<file path="src/rtl/wb_multi_arbiter.sv">
// wb_multi_arbiter: NM-master to single-slave Wishbone arbiter with fixed or round-robin
// priority, one acked beat per grant, cycle-drop abort and slave-ack timeout.
module wb_multi_arbiter #(
    parameter int NM      = 3,
    parameter int DW      = 32,
    parameter int AW      = 32,
    parameter int TIMEOUT = 255
) (
    input  logic             wb_clk_i,
    input  logic             wb_rst_i,
    input  logic [NM-1:0]    m_stb_i,
    input  logic [NM-1:0]    m_cyc_i,
    input  logic [NM-1:0]    m_we_i,
    input  logic [4*NM-1:0]  m_sel_i,
    input  logic [DW*NM-1:0] m_dat_i,
    input  logic [AW*NM-1:0] m_adr_i,
    output logic [NM-1:0]    m_ack_o,
    output logic [NM-1:0]    m_err_o,
    output logic [DW-1:0]    m_dat_o,
    output logic             s_stb_o,
    output logic             s_cyc_o,
    output logic             s_we_o,
    output logic [3:0]       s_sel_o,
    output logic [DW-1:0]    s_dat_o,
    output logic [AW-1:0]    s_adr_o,
    input  logic             s_ack_i,
    input  logic [DW-1:0]    s_dat_i,
    input  logic             rr_en_i,
    output logic [NM-1:0]    grant_o,
    output logic             busy_o
);
    localparam int PW = $clog2(NM);
    localparam int CW = TIMEOUT > 0 ? $clog2(TIMEOUT + 1) : 1;

    typedef enum logic {IDLE, BUSY} state_t;

    state_t        state_q, state_d;
    logic [NM-1:0] grant_q, grant_d;
    logic [PW-1:0] ptr_q, ptr_d, base, gidx;
    logic [CW-1:0] cnt_q, cnt_d;
    logic [NM-1:0] req, rot, pick, win;
    logic          cyc_g, tmo;

    assign req  = m_stb_i & m_cyc_i;
    assign base = rr_en_i ? ptr_q : '0;
    // Rotate requests so the search always starts at bit 0, then rotate the winner back.
    assign rot  = NM'({req, req} >> base);
    assign win  = NM'({pick, pick} >> (NM - int'(base)));

    always_comb begin
        pick = '0;
        for (int i = NM - 1; i >= 0; i--)
            if (rot[i]) pick = NM'(1) << i;
    end

    always_comb begin
        gidx = '0;
        for (int i = 0; i < NM; i++)
            if (grant_q[i]) gidx = PW'(i);
    end

    assign busy_o  = state_q == BUSY;
    assign grant_o = grant_q;
    assign m_dat_o = s_dat_i;
    assign cyc_g   = busy_o & |(m_cyc_i & grant_q);
    assign tmo     = (TIMEOUT != 0) && busy_o && cnt_q == CW'(TIMEOUT) && !s_ack_i;
    assign m_ack_o = grant_q & {NM{s_ack_i & cyc_g}};
    assign m_err_o = grant_q & {NM{tmo & cyc_g}};

    always_comb begin
        s_stb_o = 1'b0;
        s_cyc_o = 1'b0;
        s_we_o  = 1'b0;
        s_sel_o = '0;
        s_dat_o = '0;
        s_adr_o = '0;
        for (int i = 0; i < NM; i++)
            if (grant_q[i]) begin
                s_stb_o = m_stb_i[i] & ~tmo;
                s_cyc_o = m_cyc_i[i] & ~tmo;
                s_we_o  = m_we_i[i];
                s_sel_o = m_sel_i[4*i +: 4];
                s_dat_o = m_dat_i[DW*i +: DW];
                s_adr_o = m_adr_i[AW*i +: AW];
            end
    end

    always_comb begin
        state_d = state_q;
        grant_d = grant_q;
        ptr_d   = ptr_q;
        cnt_d   = cnt_q;
        if (state_q == IDLE) begin
            if (|req) begin
                state_d = BUSY;
                grant_d = win;
                cnt_d   = CW'(1);
            end
        end else if (!cyc_g || s_ack_i || tmo) begin
            state_d = IDLE;
            grant_d = '0;
            cnt_d   = '0;
            ptr_d   = gidx == PW'(NM - 1) ? '0 : gidx + 1'b1;
        end else begin
            cnt_d   = cnt_q + 1'b1;
        end
    end

    always_ff @(posedge wb_clk_i or posedge wb_rst_i)
        if (wb_rst_i) begin
            state_q <= IDLE;
            grant_q <= '0;
            ptr_q   <= '0;
            cnt_q   <= '0;
        end else begin
            state_q <= state_d;
            grant_q <= grant_d;
            ptr_q   <= ptr_d;
            cnt_q   <= cnt_d;
        end
endmodule

</file>
<file path="config.mk">
export PLATFORM = sky130hd
export DESIGN_NAME = wb_multi_arbiter
export DESIGN_NICKNAME = d
export VERILOG_FILES = /design/src/rtl/wb_multi_arbiter.sv
export SDC_FILE = /design/constraint.sdc
export NUM_CORES = 1
export LEC_CHECK = 0
export ABC_CLOCK_PERIOD_IN_PS = 2150
export BUFFER_PORTS_ARGS = -buffer_cell sky130_fd_sc_hd__buf_2
export CAP_MARGIN = 10
export CELL_PAD_IN_SITES_DETAIL_PLACEMENT = 1
export CELL_PAD_IN_SITES_GLOBAL_PLACEMENT = 1
export CORE_AREA = 4 4 140 142
export DETAILED_ROUTE_END_ITERATION = 8
export DIE_AREA = 0 0 144 146
export PLACE_DENSITY = 0.75
export SLEW_MARGIN = 20
export SYNTH_ARGS = -nofsm -noshare
export SYNTH_HDL_FRONTEND = slang
export SYNTH_SLANG_ARGS = --single-unit
</file>
<file path="constraint.sdc">
create_clock -name wb_clk_i -period 2.15 [get_ports wb_clk_i]
set_input_delay 0.43 -clock wb_clk_i [delete_from_list [all_inputs] [get_ports wb_clk_i]]
set_output_delay 0.43 -clock wb_clk_i [all_outputs]
set_load 0.02 [all_outputs]
</file>
Yosys cells after proc, flatten, opt, wreduce, memory -nomap -nowiden
Index checks and enable logic that the tools add are counted.
{"block": "totals", "register_bits": 14, "inputBits": 249, "output_inout_bits": 113, "wordCells": 71}
{"block": "classes", "add_sub_neg": 3, "n_eq_ne": 3, "n_shift": 2, "muxes": 34, "bitwise": 14, "n_reduce_logical": 11}
{"op": "2-to-1 mux 32 bit", "count": 6}
{"op": "right shift 6 x 32 -> 3 bit", "count": 1}
{"op": "2-to-1 mux 8 bit", "count": 3}
{"op": "2-to-1 mux 3 bit", "count": 6}
{"op": "2-to-1 mux 1 bit", "count": 13}
{"op": "AND 3 bit", "count": 4}
{"op": "2-to-1 mux 4 bit", "count": 3}
{"op": "AND 1 bit", "count": 9}
{"op": "adder 8 x 1 -> 8 bit (second input constant)", "count": 1}
{"op": "== test 8 bit (second input constant)", "count": 1}
{"op": "2-to-1 mux 2 bit", "count": 3}
{"op": "OR reduction 3 bit", "count": 2}
{"op": "right shift 6 x 2 -> 3 bit", "count": 1}
{"op": "AND reduction 2 bit", "count": 2}
{"op": "subtractor 2 x 2 -> 3 bit (first input constant)", "count": 1}
{"op": "adder 2 x 1 -> 2 bit (second input constant)", "count": 1}
{"op": "== test 2 bit (second input constant)", "count": 1}
{"op": "logical AND 1 bit", "count": 2}
{"op": "zero test 1 bit", "count": 2}
{"op": "logical OR 1 bit", "count": 2}
{"op": "inequality test 2 x 1 -> 1 bit (second input constant)", "count": 1}
{"op": "nonzero test 2 bit", "count": 1}
{"op": "NOT 1 bit", "count": 1}

Longest topological paths before layout
Gate-level depths: netlist (run 1).
{"block": "logic_depth", "depth_word": 8, "depth_mapped": 7, "depth_no_buf": 5}

Worst setup path after synthesis (run 1)
No wires, ideal clock.
{"block": "synth_path", "path_type": "register to output", "startpoint": "register grant_q[1] (netlist: grant_o[1])", "endpoint": "output s_sel_o[0]", "t_arrival_ns": 1.743, "required_time_ns": 1.720, "slack_ns": -0.023, "path_stages_with_launch": 6, "path_cell_list": "dfrtp_1 > buf_2 > clkbuf_1 > clkbuf_1 > a21oi_1 > o21ai_0"}
{"block": "synth_via", "elab_chain_cells": 2}
{"item": "start, declared", "line_no": "38", "source": "logic [NM-1:0] grant_q, grant_d;"}
{"item": "start signal, assigned", "line_no": "117", "source": "grant_q <= grant_d;"}
{"item": "2-to-1 mux 4 bit (2 in series)", "line_no": "78", "source": "if (grant_q[i]) begin"}
{"item": "end, declared", "line_no": "23", "source": "output logic [3:0] s_sel_o,"}
Every way passes these cells.

Worst setup path after layout (run 1)
{"block": "layout_path", "startpoint": "register grant_q[0] (netlist: grant_o[0])", "endpoint": "output s_stb_o"}
{"block": "layout_via", "elab_chain_cells": 3}
{"item": "2-to-1 mux 1 bit (3 in series)", "line_no": "78"}
{"item": "end, declared", "line_no": "20", "source": "output logic s_stb_o,"}
Every way passes these cells.

==> flow_summary_export.csv, run 1 <==
group,metric,value,unit
cells_and_area,final_cells,869,
sta,finalSetupViolations,1,
detailed_routing,vias,3911,
detailed_routing,wl,15150,microns
cells_and_area,final_cell_mix,"281 x buf_2, 82 x nand2_1, 76 x o21ai_1",
power_and_ir_drop,power.switching,0.001346,W
setup_path,crit_start,"grant_o[0]",
place,dpl.cell_count,852,
sta,post-route-period-util,100.6,%
synth,ys_types,39,
sta,period_minus_slack,2162,ps
synth,synth_cells,377,
clock_network,numCtsBuffers,3,
setup_path,startpoint_type,"flop",
detailed_routing,dr.pass1.iters,4,
place,io_buffers,297,
power_and_ir_drop,swShare,48.75,%
floorplan,die_w,144,microns
power_and_ir_drop,pwr-share-clk,14.4,%
cells_and_area,drive_above_1_share,54.49,%
clock_network,cts.sinks,14,
floorplan,die_y,146,microns
cells_and_area,final_nets,886,
synth,synthTopCellsByArea,"a22oi_1 21%, dfrtp_1 14%, nand2_1 13%",
cells_and_area,n_antenna_cell,0,
sta,fin_ws,-12.11,ps
setup_path,crit_arrival,1730,ps
synth,syn-cell-area,0.002419,sq mm
status,status,"finished, violations left",
status,failed_checks,"negative setup slack",
synth,ys_seq_elements,14,
min_path,hp-class,"in2async",
power_and_ir_drop,p_comb_share,72.1,%
floorplan,rows,50,
detailed_routing,drt_iter0_markers,141,
cells_and_area,final_common_cell,"buf_2",
detailed_routing,vias_per_cell,4.501,
clock_network,cts_root_buf,"clkbuf_16",
clock_network,insertion_delay,250,ps
sta,slew_violations,0,
detailed_routing,drc_errors,0,
power_and_ir_drop,p_seq_share,13.4,%
detailed_routing,ant_nets,0,
global_route,antenna_found_initial,0,
global_route,gr-usage-all-layers,12.45,%
setup_path,crit_fanout,20,
place,hpwl,11920,microns
setup_path,cp_data_required_time,1720,ps
global_route,grt_pass1_wl,20970,microns
global_route,grt_max_degree,69,
sta,hold_violations,0,
floorplan,core-area,0.01846,sq mm
sta,max_freq,462.5,MHz
synth,yosys.area.top_type_share,21.42,%
synth,yosysWarnings,0,
floorplan,io_pins,362,
sta,tightest_slew,590.8,ps
clock_network,clockBufferDepth,2,
cells_and_area,final_area,0.004328,sq mm
power_and_ir_drop,power_density,637.7,mW/mm^2
cells_and_area,syn_to_final_growth,78.94,%
setup_path,critical_path_class,"reg2out",
setup_path,endpoint_kind,"output port",
floorplan,initial_core_util,13.11,%
synth,yosysSeqAreaShare,14.49,%
power_and_ir_drop,p_total,0.002760,W
clock_network,htreeDepth,1,
sta,slew_headroom,60.57,%
clock_network,cts.clk_slew.worst_paths,50,ps
global_route,grt_remaining_overflow,0,
place,placed_cell_area,0.003983,sq mm
place,place_congestion,0.8233,
power_and_ir_drop,leakagePower,2.152,nW
flow_run,drv_cap,0,
detailed_routing,avgRoutedWirePerCell,17.44,microns
floorplan,dieArea,0.02102,sq mm
place,dp_slack,143.3,ps
power_and_ir_drop,peakVddDrop,0.2640,mV
sta,rsz0062_at_grt,"true",
clock_network,cts_tree,"done",
sta,worst_clock_skew,0.8648,ps
synth,avgSynthCellArea,6.415,sq um
synth,synth_nets,627,
setup_path,reg2reg_from,"cnt_q[0]",
sta,hold_ws,241.4,ps
synth,yosysTopAreaCell,"a22oi_1",
global_route,grt_pass1_vias,4005,
power_and_ir_drop,p_int,0.001414,W
==> per-layer routing <==
| layer | track usage (%) | part of all wire (%) | vias up |
|---|---|---|---|
| met5 | 0 | 0 | - |
| met4 | 4.755 | 3.1 | 0 |
| met3 | 3.221 | 12 | 30 |
| met2 | 22.67 | 49 | 239 |
| met1 | 13.59 | 35 | 1778 |
| li1 | - | - | 1864 |
==> stage by stage <==
stage	util, %	setup TNS [ps]
after global placement	21.58	0
after floorplan	-	0
after detailed placement	21.58	0
final	23.45	-12.11
after global routing	23.45	-220.4
after CTS	22.57	-10.55
==> cells by family after synthesis <==
logic type | after synthesis | share of synthesized area [%]
AOI/OAI and AO/OA | 172 | 45.37
xor gates and xnor gates | 2 | 0.7244
adders and majority gates | 1 | 0.5172
buffers and inverters | 72 | 16.71
DFF | 14 | 14.49
muxes | 3 | 1.707
and+or+nand+nor | 113 | 20.49
==> synthesized netlist by cell type <==
| library cell | count |
|---|---|
| a311o_2 | 1 |
| nand2_1 | 82 |
| xor2_1 | 2 |
| ha_1 | 1 |
| mux2_4 | 2 |
| a22oi_1 | 69 |
| nand4_1 | 1 |
| buf_6 | 1 |
| buf_2 | 5 |
| a21o_1 | 1 |
| dfrtp_1 | 14 |
| clkbuf_1 | 29 |
| a222oi_1 | 2 |
| o31ai_1 | 3 |
| nor2_1 | 5 |
| nand2_2 | 1 |
| nor2b_1 | 5 |
| nand3_1 | 4 |
| a211o_1 | 1 |
| inv_1 | 5 |
| and4bb_1 | 1 |
| a2111o_1 | 1 |
| and3_1 | 4 |
| buf_4 | 32 |
| nand2b_1 | 3 |
| nor3_1 | 1 |
| o22ai_1 | 2 |
| o21ai_1 | 58 |
| a31oi_1 | 4 |
| a221oi_1 | 1 |
| mux2_2 | 1 |
| and4_4 | 1 |
| a311oi_2 | 1 |
| a22o_1 | 1 |
| a21oi_1 | 7 |
| a21boi_0 | 1 |
| o21ai_0 | 19 |
| and2b_1 | 1 |
| and2_1 | 4 |
==> worst max-delay path, cell delays in order (launching register included) <==
cell	delay, ps
dfrtp_2	450
nor2b_4	150
buf_4	140
buf_12	150
a221oi_1	340
nor3_2	80
buf_4	170
==> registers in the layout, indices dropped and copies added (netlist names) <==
name and cells:
cnt_q 8, ptr_q 2, grant_o 3, busy_o 1
==> worst paths after layout <==
| check | endpoint | slack [ps] | depth (start not counted) |
|---|---|---|---|
| max in group asynchronous | grant_o[2] | 1470 | 2 |
| max | s_stb_o | -10 | 6 |
| min reg2reg | cnt_q[5] | 560 | 1 |
| min | cnt_q[3] | 240 | 2 |
| max reg2reg | ptr_q[0] | 230 | 6 |
| min in group wb_clk_i | cnt_q[5] | 560 | 1 |
==> power groups by stage <==
stage	logic, W	registers [W]	clock network, W
4_1_cts	0.00190	0.000367	0.000413
2_1_floorplan	0.00116	0.000355	0
3_5_place_dp	0.00182	0.000380	0
6_report	0.00199	0.000371	0.000399
5_1_grt	0.00216	0.000379	0.000428
3_3_place_gp	0.00179	0.000376	0
==> final cells by class <==
| cell class | count | area (sq um) |
|---|---|---|
| Fill cell | 2399 | 14130 |
| Timing Repair Buffer | 321 | 1848 |
| Multi-Input combinational cell | 291 | 1723 |
| Sequential cell | 14 | 356.6 |
| Tap cell | 234 | 292.8 |
| Clock buffer | 4 | 88.84 |
| Inverter | 5 | 18.77 |
==> repair_timing <==
item | CTS | global route
pin swaps | 1 | 0
gates resized for setup | 6 | 26
setup endpoints to repair | 6 | 30
hold buffers | 0 | 0
setup buffers | 5 | 6
cloned | 1 | 1
Note: power is estimated with default switching activity, not from simulation.
==> run 2: changes to the inputs <==
--- a/config.mk
+++ b/config.mk
@@ -11,6 +11,7 @@
 export CELL_PAD_IN_SITES_DETAIL_PLACEMENT = 1
 export CELL_PAD_IN_SITES_GLOBAL_PLACEMENT = 1
 export CORE_AREA = 4 4 140 142
+export CTS_BUF_LIST = sky130_fd_sc_hd__clkbuf_8
 export DETAILED_ROUTE_END_ITERATION = 8
 export DIE_AREA = 0 0 144 146
 export PLACE_DENSITY = 0.75
==> run 2 against run 1 <==
  * The flow now finishes without violations
  * Via count rose by 0.20%
  * Register-to-register slack hardly changed
  * Combinational power barely moved
  * Hold slack lost 4.8 ps
  * Sequential cell count stayed put
  * First-iteration DRC count down 8.5%
  * Clock power down 34%
  * Count of clock-buffer cells in the layout is the same
  * Critical endpoint is now s_sel_o[3]
==> flow_summary_export.csv, run 2 (synthesis results as in run 1) <==
group,metric,value,unit
setup_path,cp_data_required_time,1720,ps
setup_path,ff2ff_setup_slack,230,ps
setup_path,worstPathCellList,"nor2b_4 -> buf_4 -> buf_12 -> a22oi_1 -> o21ai_1 -> buf_2",
setup_path,crit_start,"grant_o[0]",
detailed_routing,vias_per_cell,4.510,
setup_path,max_stage_delay,450,ps
cells_and_area,largest_reg_flops,8,
power_and_ir_drop,peakVddDrop,0.2235,mV
clock_network,numCtsBuffers,3,
status,status,"finished, final reports clean",
clock_network,cts_root_buf,"clkbuf_8",
place,hpwl,11920,microns
cells_and_area,drive_above_1_share,54.96,%
cells_and_area,final_cell_mix,"283 x buf_2, 82 x nand2_1, 76 x o21ai_1",
sta,max_freq,475.0,MHz
floorplan,rows,50,
global_route,grt_remaining_overflow,0,
detailed_routing,drc_errors,0,
sta,slew_headroom,60.22,%
sta,period_minus_slack,2105,ps
cells_and_area,final_nets,886,
clock_network,hold_buffers,0,
sta,rsz0062_at_grt,"true",
clock_network,cts.clk_slew.worst_paths,60,ps
sta,tightest_slew,596.0,ps
global_route,gr-usage-all-layers,12.39,%
detailed_routing,wl,15360,microns
place,dpl.cell_count,852,
cells_and_area,syn_to_final_growth,78.89,%
flow_run,drv_cap,0,
global_route,antenna_found_initial,0,
setup_path,path_depth,6,
setup_path,crit_arrival,1680,ps
sta,slew_violations,0,
sta,post-route-period-util,97.92,%
sta,finalSetupViolations,0,
setup_path,startpoint_type,"flop",
detailed_routing,ant_nets,0,
cells_and_area,final_util,23.44,%
detailed_routing,avgRoutedWirePerCell,17.68,microns
sta,worst_clock_skew,1.465,ps
floorplan,core-area,0.01846,sq mm
global_route,grt_pass1_wl,21000,microns
place,io_buffers,297,
clock_network,insertion_delay,250,ps
cells_and_area,nFillCells,2392,
clock_network,cts.sinks,14,
sta,hold_violations,0,
setup_path,cpMaxStageDelayCell,"dfrtp_2",
detailed_routing,drt_iter0_markers,129,
cells_and_area,final_cells,869,
setup_path,reg2reg_to,"ptr_q[0]",
setup_path,critical_path_class,"reg2out",
clock_network,htreeDepth,1,
setup_path,endpoint,"s_sel_o[3]",
setup_path,reg2reg_from,"grant_o[1]",
min_path,hp-class,"in2async",
setup_path,crit_buf_inv,3,
global_route,grt_max_degree,69,
detailed_routing,dr.pass1.iters,4,
cells_and_area,n_antenna_cell,0,
setup_path,critical_path.top_delay_family,"buffers and inverters",
setup_path,crit_fanout,20,
power_and_ir_drop,leakagePower,2.146,nW
floorplan,die_w,144,microns
setup_path,r2r_cells,5,
power_and_ir_drop,power_density,612.5,mW/mm^2
clock_network,cts_tree,"done",
clock_network,clockBufferDepth,2,
floorplan,initial_core_util,13.11,%
setup_path,endpoint_kind,"output port",
floorplan,dieArea,0.02102,sq mm
detailed_routing,vias,3919,
global_route,grt_pass1_vias,4032,
cells_and_area,final_common_cell,"buf_2",
place,place_congestion,0.8233,
cells_and_area,top_register,"cnt_q",
floorplan,die_y,146,microns
floorplan,io_pins,362,
run 2: how the worst min path moves through the flow:
stage / to / startpoint / slack (ps) / cells past startpoint
floorplan: busy_o / wb_rst_i / 320 / 1
global placement: cnt_q[4] / wb_rst_i / 500 / 2
detailed placement: cnt_q[4] / wb_rst_i / 520 / 2
CTS: cnt_q[4] / wb_rst_i / 240 / 2
global route: cnt_q[4] / wb_rst_i / 280 / 2
finish: cnt_q[3] / wb_rst_i / 240 / 2
run 2: metrics by stage:
stage,hold WS [ps],setup slack [ps],TNS [ps],total power [W],cell area (sq um)
3_3_place_gp,498.5,222.9,0,0.002164,3983
4_1_cts,244.4,-8.860,-49.84,0.002536,4139
2_1_floorplan,319.2,42.07,0,0.001512,2419
3_5_place_dp,518.7,143.3,0,0.002197,3983
6_report,236.6,44.63,0,0.002650,4327
5_1_grt,275.8,-39.75,-269.5,0.002845,4327
run 2: cell type report:
class | instances | area (sq um) | area share (%)
Sequential cell | 14 | 356.6 | 8.242
Timing Repair Buffer | 321 | 1864 | 43.09
Tap cell | 234 | 292.8 | 6.767
Clock buffer | 4 | 55.05 | 1.272
Inverter | 5 | 18.77 | 0.4338
Multi-Input combinational cell | 291 | 1739 | 40.20
run 2: power breakdown:
| part | leakage, nW | switching, W | internal, W |
|---|---|---|---|
| Sequential | 0.181 | 0.0000666 | 0.000303 |
| Clock | 0.0288 | 0.000102 | 0.000163 |
| Combinational | 1.94 | 0.00118 | 0.000835 |
run 2: repair_timing:
action | in CTS | in global routing
cloned | 1 | 3
gates resized for setup | 6 | 27
setup buffers | 6 | 3
setup endpoints to repair | 6 | 33
pin swaps | 0 | 3
run 2: per-layer routing:
metal	up-vias	part of all wire, %	track usage (%)
li1	1865	-	-
met1	1778	36	13.61
met2	243	49	22.70
met3	33	12	3.155
met4	0	3.2	4.331
met5	-	0	0
